### src/rtl/gcd_pkg.sv
// Shared types and constants for the binary-to-BCD conversion stage that
// follows the GCD engine.
package gcd_pkg;

  localparam int GCD_W      = 8;
  localparam int BCD_DIGITS = 3;
  localparam int CNT_W      = $clog2(GCD_W + 1);

  typedef enum logic [1:0] {
    IDLE,
    SHIFT,
    DONE
  } state_t;

endpackage

### src/rtl/gcd_dabble_digit.sv
// One double-dabble correction cell: a BCD digit of 5 or more gets 3 added
// so that the following left shift carries correctly into the next digit.
module gcd_dabble_digit (
  input  logic [3:0] digit,
  output logic [3:0] adjusted
);

  // Add-3 correction, purely combinational.
  always_comb begin
    adjusted = digit;
    if (digit >= 4'd5) adjusted = digit + 4'd3;
  end

endmodule

### src/rtl/gcd_bcd_conv.sv
// Sequential binary-to-BCD converter (double dabble, one bit per cycle) with
// a valid/ready handshake on both sides. Build option GCD_BCD_ZERO_BLANK_EN
// enables the leading-zero mask on the blank port; otherwise blank is 0.
module gcd_bcd_conv
  import gcd_pkg::*;
#(
  parameter int W = GCD_W
) (
  input  logic                    clk,
  input  logic                    clr,
  input  logic [W-1:0]            bin,
  input  logic                    in_valid,
  output logic                    in_ready,
  output logic [4*BCD_DIGITS-1:0] bcd,
  output logic                    out_valid,
  input  logic                    out_ready,
  output logic                    busy,
  output logic [2:0]              blank
);

  localparam int BCD_W = 4 * BCD_DIGITS;

  state_t             state;
  logic [W-1:0]       sr;
  logic [BCD_W-1:0]   acc;
  logic [BCD_W-1:0]   adj;
  logic [CNT_W-1:0]   cnt;
  logic [BCD_W+W-1:0] shifted;
  logic [BCD_W-1:0]   result;
  logic               last_step;

  for (genvar i = 0; i < BCD_DIGITS; i++) begin : g_digit
    gcd_dabble_digit u_digit (
      .digit    (acc[4*i +: 4]),
      .adjusted (adj[4*i +: 4])
    );
  end

  // One double-dabble step: corrected digits and the binary operand shift
  // left together, the MSB of the operand entering the ones digit.
  assign shifted   = {adj, sr} << 1;
  assign result    = shifted[W +: BCD_W];
  assign last_step = (state == SHIFT) && (cnt == CNT_W'(W - 1));

  // Control FSM, working registers and registered handshake outputs.
  // NOTE: every register here, including the bcd output, is cleared by the
  // asynchronous reset and updated with non-blocking assignments only.
  always_ff @(posedge clk or negedge clr) begin
    if (!clr) begin
      state     <= IDLE;
      sr        <= '0;
      acc       <= '0;
      cnt       <= '0;
      bcd       <= '0;
      in_ready  <= 1'b1;
      out_valid <= 1'b0;
      busy      <= 1'b0;
    end else begin
      case (state)
        IDLE: begin
          if (in_valid && in_ready) begin
            sr       <= bin;
            acc      <= '0;
            cnt      <= '0;
            state    <= SHIFT;
            in_ready <= 1'b0;
            busy     <= 1'b1;
          end
        end
        SHIFT: begin
          acc <= result;
          sr  <= shifted[W-1:0];
          cnt <= cnt + 1'b1;
          if (last_step) begin
            state     <= DONE;
            bcd       <= result;
            busy      <= 1'b0;
            out_valid <= 1'b1;
          end
        end
        DONE: begin
          // Output handshake only; a pending in_valid waits for IDLE.
          if (out_ready) begin
            state     <= IDLE;
            out_valid <= 1'b0;
            in_ready  <= 1'b1;
          end
        end
        default: state <= IDLE;
      endcase
    end
  end

`ifdef GCD_BCD_ZERO_BLANK_EN
  // Leading-zero mask captured together with bcd on entry to DONE.
  always_ff @(posedge clk or negedge clr) begin
    if (!clr) begin
      blank <= '0;
    end else if (last_step) begin
      blank <= {result[11:8] == 4'd0,
                (result[11:8] == 4'd0) && (result[7:4] == 4'd0),
                1'b0};
    end
  end
`else
  assign blank = '0;
`endif

endmodule

### config.mk
export PLATFORM = sky130hd
export DESIGN_NAME = gcd_bcd_conv
export DESIGN_NICKNAME = d
export VERILOG_FILES = /design/src/rtl/gcd_pkg.sv /design/src/rtl/gcd_dabble_digit.sv /design/src/rtl/gcd_bcd_conv.sv
export SDC_FILE = /design/constraint.sdc
export NUM_CORES = 1
export LEC_CHECK = 0
export BUFFER_PORTS_ARGS = -buffer_cell sky130_fd_sc_hd__buf_2
export CORE_MARGIN = 10
export CORE_UTILIZATION = 45
export CTS_BUF_LIST = sky130_fd_sc_hd__clkbuf_16
export DETAILED_ROUTE_END_ITERATION = 10
export PLACE_DENSITY_LB_ADDON = 0.1
export SLEW_MARGIN = 0
export SYNTH_ARGS = -nofsm -noshare
export SYNTH_HDL_FRONTEND = slang
export SYNTH_SLANG_ARGS = --single-unit
### constraint.sdc
create_clock -name clk -period 4.45 [get_ports clk]
set_input_delay 0.445 -clock clk [delete_from_list [all_inputs] [get_ports clk]]
set_output_delay 0.445 -clock clk [all_outputs]
set_load 0.01 [all_outputs]
* Word level (Yosys, flattened, before mapping) *
Cells that the tools add are included.

cells by class
  $add $sub $neg = 4
  $lt $le $gt $ge = 3
  equality and inequality tests = 6
  muxes and demuxes = 22
  reductions and logical operators = 12

operator list
  kind                 count
  $pmux 12 s2          1
  $pmux 8 s2           1
  $ge 4x3->1 const B   3
  $mux 12              1
  $mux 4               3
  $reduce_and 3->1     4
  $add 4x2->4 const B  2
  $mux 8               1
  $pmux 4 s2           1
  $mux 1               6
  $mux 2               3
  $ne 2x2->1 const B   3
  $pmux 1 s2           3
  $pmux 2 s3           1
  $reduce_bool 2->1    3
  $add 4x1->4 const B  1
  $eq 4x3->1 const B   1
  $reduce_and 2->1     2
  $add 3x2->3 const B  1
  $mux 3               1
  $eq 2x1->1 const B   1
  $eq 2x2->1 const B   1
  $logic_and 1x1->1    2
  $logic_not 2->1      1

word-level totals
  register bits = 41
  bits of input ports = 12
  output and inout port bits = 18
  logic and storage cells = 55

* Logic depth before layout (Yosys ltp) *
Gate-level depths: netlist (run 1).

  depth in word-level cells = 4
  depth in mapped cells = 6

* Cells and area by module *
From an unflattened synthesis (run 1), not the netlist that was laid out.

unflattened totals
  cells, all modules = 176
  area total of the unflattened synthesis = 1,994.4 µm²

by module, submodules not included
  module            instances  cells an instance  area each (µm²)  sequential area each (µm²)
  gcd_bcd_conv      1          128                1,690.4          1,027.2
  gcd_dabble_digit  3          16                 101.3            0.0

* Worst setup path before layout (run 1) *
No wires, ideal clock.

  path kind = register to register
  from = register acc[0]
  to = register acc[2]
  setup time = 0.083 ns
  arrival = 1.436 ns
  required time = 4.367 ns
  slack = 2.931 ns
  stages on the path, launching flop included = 7
  path buffers = 0
  clock period less this slack = 1.519 ns
  cells stage by stage = dfrtp_1 inv_1 ha_1 nand2b_1 a21oi_1 mux2_2 o21ai_0

on the way
  word-level cells in the longest chain between the ends = 3
  elaborated cells between the ends (all ways) = 4
  classes of those cells = add/sub (1); order compare (1); mux (2)

RTL lines
  element                                           line                    RTL
  start, declared                                   gcd_bcd_conv.sv:25      logic [BCD_W-1:0] acc;
  start signal, assigned                            gcd_bcd_conv.sv:71      acc <= result;
  $add 4x2->4 / $ge 4x3->1 (equally long branches)  gcd_dabble_digit.sv:11  if (digit >= 4'd5) adjusted = digit + 4'd3;
  $mux 4 *                                          gcd_dabble_digit.sv:11
  $pmux 12 s2 *                                     gcd_bcd_conv.sv:59      case (state)

Mark *: on every way between the ends. The rest lies on a longest branch, timed or not.
A chain may end at the register's enable or synchronous reset.

* Final worst setup path (run 1) *
  from = register in_ready
  to = register acc[7]

on the way
  word-level cells in the longest chain between the ends = 3

RTL lines
  element                     line                RTL
  start, declared             gcd_bcd_conv.sv:13  output logic in_ready,
  start signal, assigned      gcd_bcd_conv.sv:55  in_ready <= 1'b1;
  start signal, assigned      gcd_bcd_conv.sv:66  in_ready <= 1'b0;
  start signal, assigned      gcd_bcd_conv.sv:86  in_ready <= 1'b1;
  $logic_and 1x1->1           gcd_bcd_conv.sv:61  if (in_valid && in_ready) begin
  $ne 2x2->1 (no line)        n/a
  $reduce_and 2->1 (no line)  n/a

Every way passes these cells.

==> results.tsv, run 1 <==
stage	metric	value	unit
timing	finalHoldViolations	0	
timing	tns	0	ns
timing	fin_crit	2.08	ns
pwr	power_frac_seq	51.8	%
timing	timing.hold.ws	0.287	ns
floorplanning	num_io_pins	30	
clock_tree	root_buffer	clkbuf_16	
clock_tree	cts_resized	0	
finish	nets	230	
clock_tree	clkLatencyLatePin	0.28	ns
floorplanning	coreArea	4120	sq um
global_route	overflow	0	
global_route	grt_usage	11.2	%
placed_design	gpl.final_weighted_congestion	0.755	
clock_tree	cts_max_path_buffers	2	
clock_tree	tritoncts	done	
synth	yosysWarnings	0	
finish	drive_gt1_share	21.2	%
run_status	outcome	finished clean	
clock_tree	clock_sink_count	41	
drt	drt-initial-drc-count	40	
critical_path	r2r_slack	2.37	ns
clock_tree	hold_buffers	0	
floorplanning	die_width	86.0	um
pwr	pwr_density_cell	324	nW/um^2
synth	syn_inst	187	
pwr	ir_drop	163	uV
synth	syn_area	1960	sq um
timing	slew_viol_final	0	
synth	ys_seq_area_share	52.4	%
placed_design	dp_worst_setup_slack	2.39	ns
finish	seqCellArea	1030	sq um
global_route	grt_pass1_vias	1476	
timing	tightest_slew	1.19	ns
global_route	grt_first_pass_wirelength	6690	um
timing	fin_crit_sh	46.6	%
timing	worst_slack	2.37	ns
timing	rsz0062_at_grt	no	
pwr	power_leakage	0.00111	uW
drt	routed_wirelength	3880	um
synth	ys_types	36	
pwr	clockPowerShare	46.1	%
pwr	p_sw	142	uW
critical_path	r2r-end	acc[7]	
clock_tree	cts_setup_buffers	0	
drt	wire_per_inst	14.8	um
finish	multi_input_area	821	sq um
placed_design	dp_hpwl	2750	um
global_route	grt_max_degree	42	
timing	fmax	482	MHz
pwr	p_sw_share	19.7	%
floorplanning	fp-row-count	23	
drt	drc_errors	0	
clock_tree	ctsHtreeMaxLevel	2	
critical_path	critPathMaxFanout	20	
clock_tree	cts_inserted_buffers	5	
drt	vias_per_cell	5.37	
drt	via_count	1408	
pwr	p_int	579	uW
critical_path	rr_startpoint	in_ready	
synth	synth-seq-cells	41	
critical_path	cp.required	4.62	ns
synth	syn_avg_cell_area	10.5	sq um
placed_design	io_buffers	26	
floorplanning	start_util	47.6	%
drt	drtPass1Iterations	4	
flow_run	cap_violations	0	
finish	diodes	0	
timing	setup-violations-final	0	
critical_path	crit_arrival	2.24	ns
timing	maxSlewHeadroom	20.1	%
critical_path	start_kind	flop	
timing	final.setup_skew	0.00349	ns
floorplanning	die_h	86.0	um
drt	ant_nets	0	
finish	synthToLayoutAreaGrowth	13.4	%
global_route	grt_antenna_before_repair	0	
critical_path	crit_path_end_kind	flop	
pwr	combPwrFrac	2.1	%
finish	fillers	379	
min_path	holdCritPathClass	primary input to asynchronous set/reset pin	
clock_tree	clk_pin_slew	0.06	ns
floorplanning	die_area	7390	sq um
critical_path	ff2ff_path_depth	4	
pwr	total_power	720	uW
critical_path	worstSetupPathType	flop to flop	
[cell usage after synthesis]
cell type	instances	area share, %
a222oi_1	1	0.51
nand2_1	17	3.3
nand2b_1	4	1.3
nand3_1	2	0.51
dfrtp_1	40	51
buf_2	5	1.3
or2b_4	1	0.57
a21oi_2	1	0.45
o21ai_0	5	1.3
or2_0	1	0.32
inv_1	10	1.9
dfstp_2	1	1.3
nor3b_1	5	1.9
buf_4	4	1.5
xnor2_1	4	1.8
nand3b_1	2	0.77
ha_1	7	4.5
buf_6	2	1.1
clkbuf_1	1	0.19
nor3_1	1	0.26
mux2i_1	1	0.51
nor2_1	17	3.3
a22o_1	6	2.7
nor2_4	1	0.57
a21oi_1	20	5.1
nor2b_1	1	0.32
nor3b_2	1	0.64
o31ai_1	3	1.1
a31o_2	1	0.45
conb_1	1	0.19
o22ai_1	2	0.64
a32o_1	3	1.5
a31oi_1	6	1.9
o21bai_1	1	0.38
mux2_2	7	4.0
a21o_1	2	0.77
[placed cells by master, fill, tap and decap left out, drive strengths merged, types with 4 or more instances in the layout]
cell    synthesis  final
nand2b          4      4
clkbuf          1      5
inv            10     12
o21ai           5      5
nand2          17     17
dfrtp          40     40
a31oi           6      6
nor2           18     18
a21oi          21     21
ha              7      7
a22o            6      6
nor3b           6      6
mux2            7      7
buf            11     27
xnor2           4      4
[power groups by stage]
stage          sequential (uW)  clock (uW)  combinational (uW)
4_1_cts                    373         343                15.9
3_3_place_gp               380           0                15.1
3_5_place_dp               380           0                15.9
6_report                   373         332                15.1
5_1_grt                    373         360                18.0
2_1_floorplan              380           0                4.91
[metal layers]
layer  track usage [%]  share of wire, %  routed length (um)  vias to the layer above
li1                  -                 -                   -                      695
met1              11.6                43                1680                      676
met2              19.2                48                1860                       29
met3              5.30               7.0                 272                        8
met4              4.04               1.8                  71                        0
met5                 0                 0                   0                        -
[registers in the layout (all words and copies together) (netlist names)]
name / count
cnt: 4
state: 2
busy: 1
sr: 8
out_valid: 1
in_ready: 1
bcd: 12
acc: 12
[through the flow]
stage          utilization, %  instance area [sq um]  std cells
2_1_floorplan               -                   1970        189
3_3_place_gp             50.7                   2090        254
3_5_place_dp             50.7                   2090        254
4_1_cts                  54.0                   2220        262
5_1_grt                  54.0                   2220        262
6_report                 54.0                   2220        262
[critical path, stage by stage (launching register included)]
cell and delay, ns:
dfstp_2 0.56, a21oi_2 0.07, nor2_1 0.89, o31ai_1 0.18, a32o_1 0.26
[how the worst max path moves through the flow]
| stage | end | from | depth (start not counted) |
|---|---|---|---|
| final | acc[7] | in_ready | 4 |
| after global placement | acc[7] | in_valid | 5 |
| after floorplan | acc[2] | acc[0] | 6 |
| after detailed placement | acc[7] | in_valid | 5 |
| after global routing | acc[11] | in_ready | 4 |
| after CTS | acc[7] | in_ready | 4 |
[final cells by class]
class | count | area share (%)
multi-input cells | 126 | 36.9
inverters | 10 | 1.69
repair buffers | 27 | 6.19
clock buffers | 5 | 5.63
flip-flops and latches | 41 | 46.2
well taps | 50 | 2.82
clock inverters | 3 | 0.507
[logic make-up after synthesis]
logic type | count (synthesis) | share of synthesized area, %
xor+xnor | 4 | 1.79
mux | 8 | 4.53
simple gates | 53 | 13.7
flops | 41 | 52.4
compound gates | 51 | 16.9
fa+ha+maj | 7 | 4.47
other cells | 1 | 0.191
buf+inv | 22 | 6.07
(Power assumes the default switching activity.)
==> run 2, diff against run 1 <==
==> constraint.sdc (replaced) <==
create_clock -name clk -period 1.7 [get_ports clk]
set_input_delay 0.17 -clock clk [delete_from_list [all_inputs] [get_ports clk]]
set_output_delay 0.17 -clock clk [all_outputs]
set_load 0.01 [all_outputs]
==> run 2 against run 1 <==
Compared with the run above: flip-flop and latch count stayed put; clock power grew to 2.6 times the previous value; sequential power grew to 2.6 times the previous value; combinational power grew to 2.8 times the previous value; worst hold slack worse by 0.16 ns; clock skew is 0.0014 ns lower; register-to-register slack worse by 2.3 ns; count of clock-buffer cells in the layout stayed put; largest cell class unchanged; largest power group unchanged; highest routed layer unchanged.
==> results.tsv, run 2 (synthesis gave the netlist of run 1 again) <==
stage	metric	value	unit
global_route	grt_antenna_before_repair	0	
timing	fin_crit	1.62	ns
timing	maxSlewHeadroom	66.3	%
timing	fin_crit_sh	95.2	%
pwr	ir_drop	601	uV
floorplanning	die_h	86.0	um
finish	final_cell_mix	40 x dfrtp_1, 26 x buf_2, 17 x nor2_1, 17 x nand2_1, 16 x a21oi_1	
floorplanning	die_area	7390	sq um
critical_path	worst_path_largest_cell_delay	0.41	ns
min_path	hold_depth	3	
critical_path	cp.required	1.89	ns
finish	stdcell_count	273	
critical_path	crit_arrival	1.81	ns
timing	finalHoldViolations	0	
timing	rsz0062_at_grt	yes	
floorplanning	coreArea	4120	sq um
placed_design	io_buffers	26	
critical_path	critPathSlowestCell	dfrtp_1	
critical_path	crit_path_end_kind	flop	
drt	drtPass1Iterations	4	
drt	ant_nets	0	
placed_design	dp_hpwl	2870	um
global_route	grt_max_degree	42	
global_route	grt_usage	11.3	%
timing	tightest_slew	0.505	ns
finish	final_common_cell	dfrtp_1	
critical_path	rr_startpoint	acc[0]	
critical_path	crit_chain	inv_1 -> ha_2 -> nand2b_1 -> a21oi_2 -> mux2_2 -> o21ai_0	
drt	via_count	1461	
min_path	min_to	sr[7]	
drt	routed_wirelength	3950	um
drt	drc_errors	0	
clock_tree	clkLatencyLatePin	0.27	ns
clock_tree	root_buffer	clkbuf_16	
clock_tree	cts_setup_buffers	0	
timing	slew_viol_final	0	
pwr	pwr_density_cell	807	nW/um^2
timing	timing.hold.ws	0.127	ns
critical_path	critPathMaxFanout	5	
min_path	holdCritPathClass	primary input to flop	
finish	drive_gt1_share	27.8	%
clock_tree	clock_sink_count	41	
clock_tree	tritoncts	done	
finish	synthToLayoutAreaGrowth	19.5	%
clock_tree	clk_pin_slew	0.05	ns
critical_path	startpoint	acc[0]	
floorplanning	fp-row-count	23	
floorplanning	num_io_pins	30	
min_path	min-delay-start	bin[7]	
pwr	power_leakage	0.00116	uW
floorplanning	start_util	47.6	%
flow_run	cap_violations	0	
placed_design	gpl.final_weighted_congestion	0.754	
clock_tree	ctsHtreeMaxLevel	2	
drt	wire_per_inst	14.5	um
timing	setup-violations-final	0	
global_route	overflow	0	
critical_path	worstSetupPathType	flop to flop	
drt	vias_per_cell	5.35	
finish	reg_top3	acc x12, bcd x12, sr x8	
critical_path	start_kind	flop	
critical_path	r2r_slack	0.08	ns
finish	diodes	0	
critical_path	r2r-end	acc[2]	
global_route	grt_pass1_vias	1493	
global_route	grt_first_pass_wirelength	6870	um
timing	fmax	618	MHz
run_status	outcome	finished clean	
clock_tree	cts_max_path_buffers	2	
clock_tree	cts_inserted_buffers	5	
placed_design	place_inst	264	
finish	fillers	369	
finish	nets	241	
timing	final.setup_skew	0.00213	ns
drt	drt-initial-drc-count	62	
floorplanning	die_width	86.0	um
critical_path	ff2ff_path_depth	6	
==> run 2: cell type report <==
| class | instances | area (sq um) | share of cell area, % |
|---|---|---|---|
| multi-input cells | 126 | 841 | 35.9 |
| repair buffers | 38 | 235 | 10.0 |
| flip-flops and latches | 41 | 1030 | 43.9 |
| well taps | 50 | 62.6 | 2.67 |
| clock inverters | 3 | 12.5 | 0.534 |
| clock buffers | 5 | 125 | 5.34 |
| inverters | 10 | 37.5 | 1.60 |
==> run 2: worst max-delay path, delay by kind of cell (launching register included) <==
| kind | cells | cell delay, ns |
|---|---|---|
| multiplexers | 1 | 0.37 |
| AO/OA/AOI/OAI | 2 | 0.34 |
| flip-flops | 1 | 0.41 |
| adder cells (fa/ha/maj) | 1 | 0.22 |
| buffers and inverters | 1 | 0.10 |
| AND/OR/NAND/NOR | 1 | 0.09 |
==> run 2: routing by layer <==
layer | track usage [%] | wire [um] | up-vias
met3 | 4.26 | 234 | 4
li1 | - | - | 721
met1 | 12.6 | 1740 | 710
met5 | 0 | 0 | -
met4 | 4.04 | 34 | 0
met2 | 19.2 | 1940 | 26
==> run 2: how the worst max path moves through the flow <==
stage / end / cells past startpoint
after floorplan: acc[2] / 6
after global placement: acc[10] / 6
after detailed placement: bcd[2] / 6
after CTS: bcd[2] / 6
after global routing: acc[2] / 6
final: acc[2] / 6
==> run 2: stage by stage <==
step / TNS [ns] / utilization, % / worst slack [ns] / total power, uW / instance area [sq um]
5_1_grt: 0 / 56.9 / 0.00812 / 1980 / 2340
4_1_cts: 0 / 56.5 / 0.0345 / 1920 / 2320
2_1_floorplan: 0 / - / 0.181 / 1010 / 1970
6_report: 0 / 56.9 / 0.0808 / 1890 / 2340
3_5_place_dp: -0.00285 / 52.8 / -0.00285 / 1040 / 2170
3_3_place_gp: 0 / 52.8 / 0.113 / 1040 / 2170
==> run 2: report_power, final <==
part / internal [uW] / switching [uW] / total (uW)
clock network: 530 / 341 / 871
logic: 13.9 / 29.0 / 42.9
registers: 976 / 0 / 976
==> run 2: timing repair <==
action                                  in CTS  in global routing
endpoints found under the setup margin       1                  7
hold buffers                                 1                  0
hold endpoints to repair                    40                  0
resized for setup                            1                  5
==> run 3, diff against run 2 <==
--- a/config.mk
+++ b/config.mk
@@ -5,9 +5,10 @@
 export SDC_FILE = /design/constraint.sdc
 export NUM_CORES = 1
 export LEC_CHECK = 0
+export ABC_AREA = 1
 export BUFFER_PORTS_ARGS = -buffer_cell sky130_fd_sc_hd__buf_2
 export CORE_MARGIN = 10
-export CORE_UTILIZATION = 45
+export CORE_UTILIZATION = 50
 export CTS_BUF_LIST = sky130_fd_sc_hd__clkbuf_16
 export DETAILED_ROUTE_END_ITERATION = 10
 export PLACE_DENSITY_LB_ADDON = 0.1
==> run 3 against run 2 <==
Compared with the run above: first-iteration DRC count up 13%; die area shrank 2.7%; critical path type unchanged; via count rose by 11%; synthesized cell count increased by 33%; critical endpoint is now bcd[0]; setup slack improved by 0.21 ns; area after synthesis grew 7.2%; highest routed layer unchanged.
==> results.tsv, run 3 <==
stage	metric	value	unit
drt	met2WireLength	2080	um
pwr	combPwrFrac	2.2	%
drt	vias_per_cell	4.95	
drt	drtPass1Iterations	4	
synth	ys_types	28	
synth	async_reset_ff_share	100	%
critical_path	crit_arrival	1.56	ns
timing	timing.hold.ws	0.0847	ns
flow_run	cap_violations	0	
floorplanning	fp-row-count	23	
critical_path	cp.required	1.85	ns
clock_tree	ctsHtreeMaxLevel	2	
synth	synth_edf_count	0	
synth	syn_area	2100	sq um
min_path	min_to	state[1]	
min_path	min-delay-start	out_ready	
critical_path	crit_path_end_kind	flop	
critical_path	worstSetupPathType	flop to flop	
timing	tns	0	ns
finish	reg_top3	acc x12, bcd x12, sr x8	
run_status	outcome	finished clean	
synth	synth_ff_type	dfrtp_1	
critical_path	r2r_slack	0.29	ns
critical_path	critPathMaxFanout	17	
global_route	grt_first_pass_wirelength	7660	um
pwr	pwr_density_cell	849	nW/um^2
drt	drc_errors	0	
clock_tree	cts_max_path_buffers	2	
pwr	ir_drop	374	uV
timing	rsz0062_at_grt	no	
critical_path	r2r-end	bcd[0]	
clock_tree	clkLatencyLatePin	0.28	ns
synth	synth_common_cells	96 x nand2_1, 40 x dfrtp_1, 26 x inv_1	
pwr	clockPowerShare	50.3	%
synth	yosysTopAreaCell	dfrtp_1	
timing	fmax	710	MHz
global_route	grt_pass1_vias	1699	
synth	synth_top_area_share	47.6	%
clock_tree	cts_resized	0	
pwr	p_int	1680	uW
min_path	hold_depth	2	
drt	met3_length	262	um
clock_tree	tritoncts	done	
drt	ant_nets	0	
pwr	power_leakage	0.00139	uW
drt	via_count	1628	
critical_path	start_kind	flop	
clock_tree	cts_inserted_buffers	5	
global_route	grt_usage	12.8	%
floorplanning	die_area	7190	sq um
placed_design	dp_hpwl	3100	um
floorplanning	coreArea	4030	sq um
timing	slew_viol_final	0	
timing	finalHoldViolations	0	
finish	nets	297	
drt	drt-initial-drc-count	70	
synth	yosysWarnings	0	
pwr	power_frac_seq	47.5	%
pwr	p_sw	382	uW
drt	wl_met1	1850	um
finish	stdcell_count	329	
timing	fin_crit	1.41	ns
floorplanning	die_h	84.8	um
pwr	p_sw_share	18.6	%
drt	wire_per_inst	12.9	um
synth	ys_seq_area_share	48.9	%
global_route	overflow	0	
placed_design	io_buffers	26	
timing	final.setup_skew	0.00624	ns
floorplanning	num_io_pins	30	
clock_tree	clk_pin_slew	0.06	ns
floorplanning	die_width	84.8	um
floorplanning	start_util	52.1	%
finish	diodes	0	
timing	fin_crit_sh	82.9	%
min_path	holdCritPathClass	primary input to flop	
drt	routed_wirelength	4260	um
clock_tree	clock_sink_count	41	
synth	synth.most_common_cell	nand2_1	
finish	final_common_cell	nand2_1	
finish	final_cell_mix	96 x nand2_1, 40 x dfrtp_1, 27 x inv_1, 26 x buf_2, 22 x nand3_1	
synth	synthTopCellsByArea	dfrtp_1 48%, nand2_1 17%, nand3_1 5.2%	
placed_design	gpl.final_weighted_congestion	0.800	
placed_design	place_inst	320	
critical_path	rr_startpoint	cnt[0]	
global_route	grt_antenna_before_repair	0	
synth	syn_avg_cell_area	8.47	sq um
finish	synthToLayoutAreaGrowth	15.4	%
synth	syn_inst	248	
timing	setup-violations-final	0	
clock_tree	root_buffer	clkbuf_16	
critical_path	ff2ff_path_depth	6	
pwr	total_power	2060	uW
finish	drive_gt1_share	19.0	%
global_route	grt_max_degree	23	
drt	highest_layer	met4	
synth	synth-seq-cells	41	
## run 3: cell count changes in the layout (fill, tap and decap cells not counted), sizes merged, moves of 7 or more
| cell | delta |
|---|---|
| o21ai | +18 |
| buf | -8 |
| a21oi | -20 |
| mux2 | -7 |
| nor2 | -14 |
| nand2 | +82 |
| inv | +19 |
| nand3 | +21 |
## run 3: worst max-delay path, cell delays in order (launching register included)
cell and delay, ns:
dfrtp_1 0.43, ha_1 0.23, nand3_2 0.15, nor2_8 0.21
inv_4 0.12, nand2_1 0.07, o21ai_0 0.08
## run 3: worst max path at each step
| stage | start | to | slack, ns | depth (start not counted) |
|---|---|---|---|---|
| 2_1_floorplan | cnt[0] | bcd[8] | 0.40 | 7 |
| 3_3_place_gp | acc[0] | bcd[3] | 0.32 | 5 |
| 3_5_place_dp | cnt[0] | bcd[7] | 0.29 | 6 |
| 4_1_cts | cnt[0] | bcd[0] | 0.27 | 6 |
| 5_1_grt | acc[0] | bcd[4] | 0.11 | 7 |
| 6_report | cnt[0] | bcd[0] | 0.29 | 6 |
## run 3: cells by family after synthesis
group | after synthesis | share of synthesized area, %
DFF | 41 | 48.9
adders and majority gates | 7 | 4.17
buffers and inverters | 37 | 9.17
other | 1 | 0.179
AOI/OAI and AO/OA | 29 | 9.83
xor gates and xnor gates | 1 | 0.417
and+or+nand+nor | 132 | 27.3
## run 3: cell type report
class / count / area [sq um]
Clock buffer: 5 / 125
Clock inverter: 3 / 37.5
Fill cell: 366 / 1610
Inverter: 28 / 108
Multi-Input combinational cell: 172 / 888
Sequential cell: 41 / 1030
Tap cell: 50 / 62.6
Timing Repair Buffer: 30 / 175
## run 3: layer usage
metal	global-route usage (%)	vias up
met5	0	-
met4	5.09	0
met3	4.68	7
met2	20.6	25
met1	15.2	752
li1	-	844
## run 3: power groups by stage
stage	sequential, uW	clock [uW]	combinational (uW)
4_1_cts	976	1060	47.4
3_5_place_dp	994	0	45.4
5_1_grt	976	1100	52.9
6_report	976	1030	45.7
2_1_floorplan	994	0	12.7
3_3_place_gp	994	0	45.6
## run 3: stage by stage
stage	area [sq um]	setup WS (ns)	util, %
2_1_floorplan	2110	0.398	-
3_3_place_gp	2250	0.315	55.9
3_5_place_dp	2250	0.287	55.9
4_1_cts	2420	0.273	60.2
5_1_grt	2420	0.108	60.2
6_report	2420	0.291	60.2
## run 3: repair_timing
| item | 4_1_cts | 5_1_grt |
|---|---|---|
| endpoints found under the hold margin | 18 | 0 |
| hold buffers | 1 | 0 |
| buffers inserted | 0 | 0 |
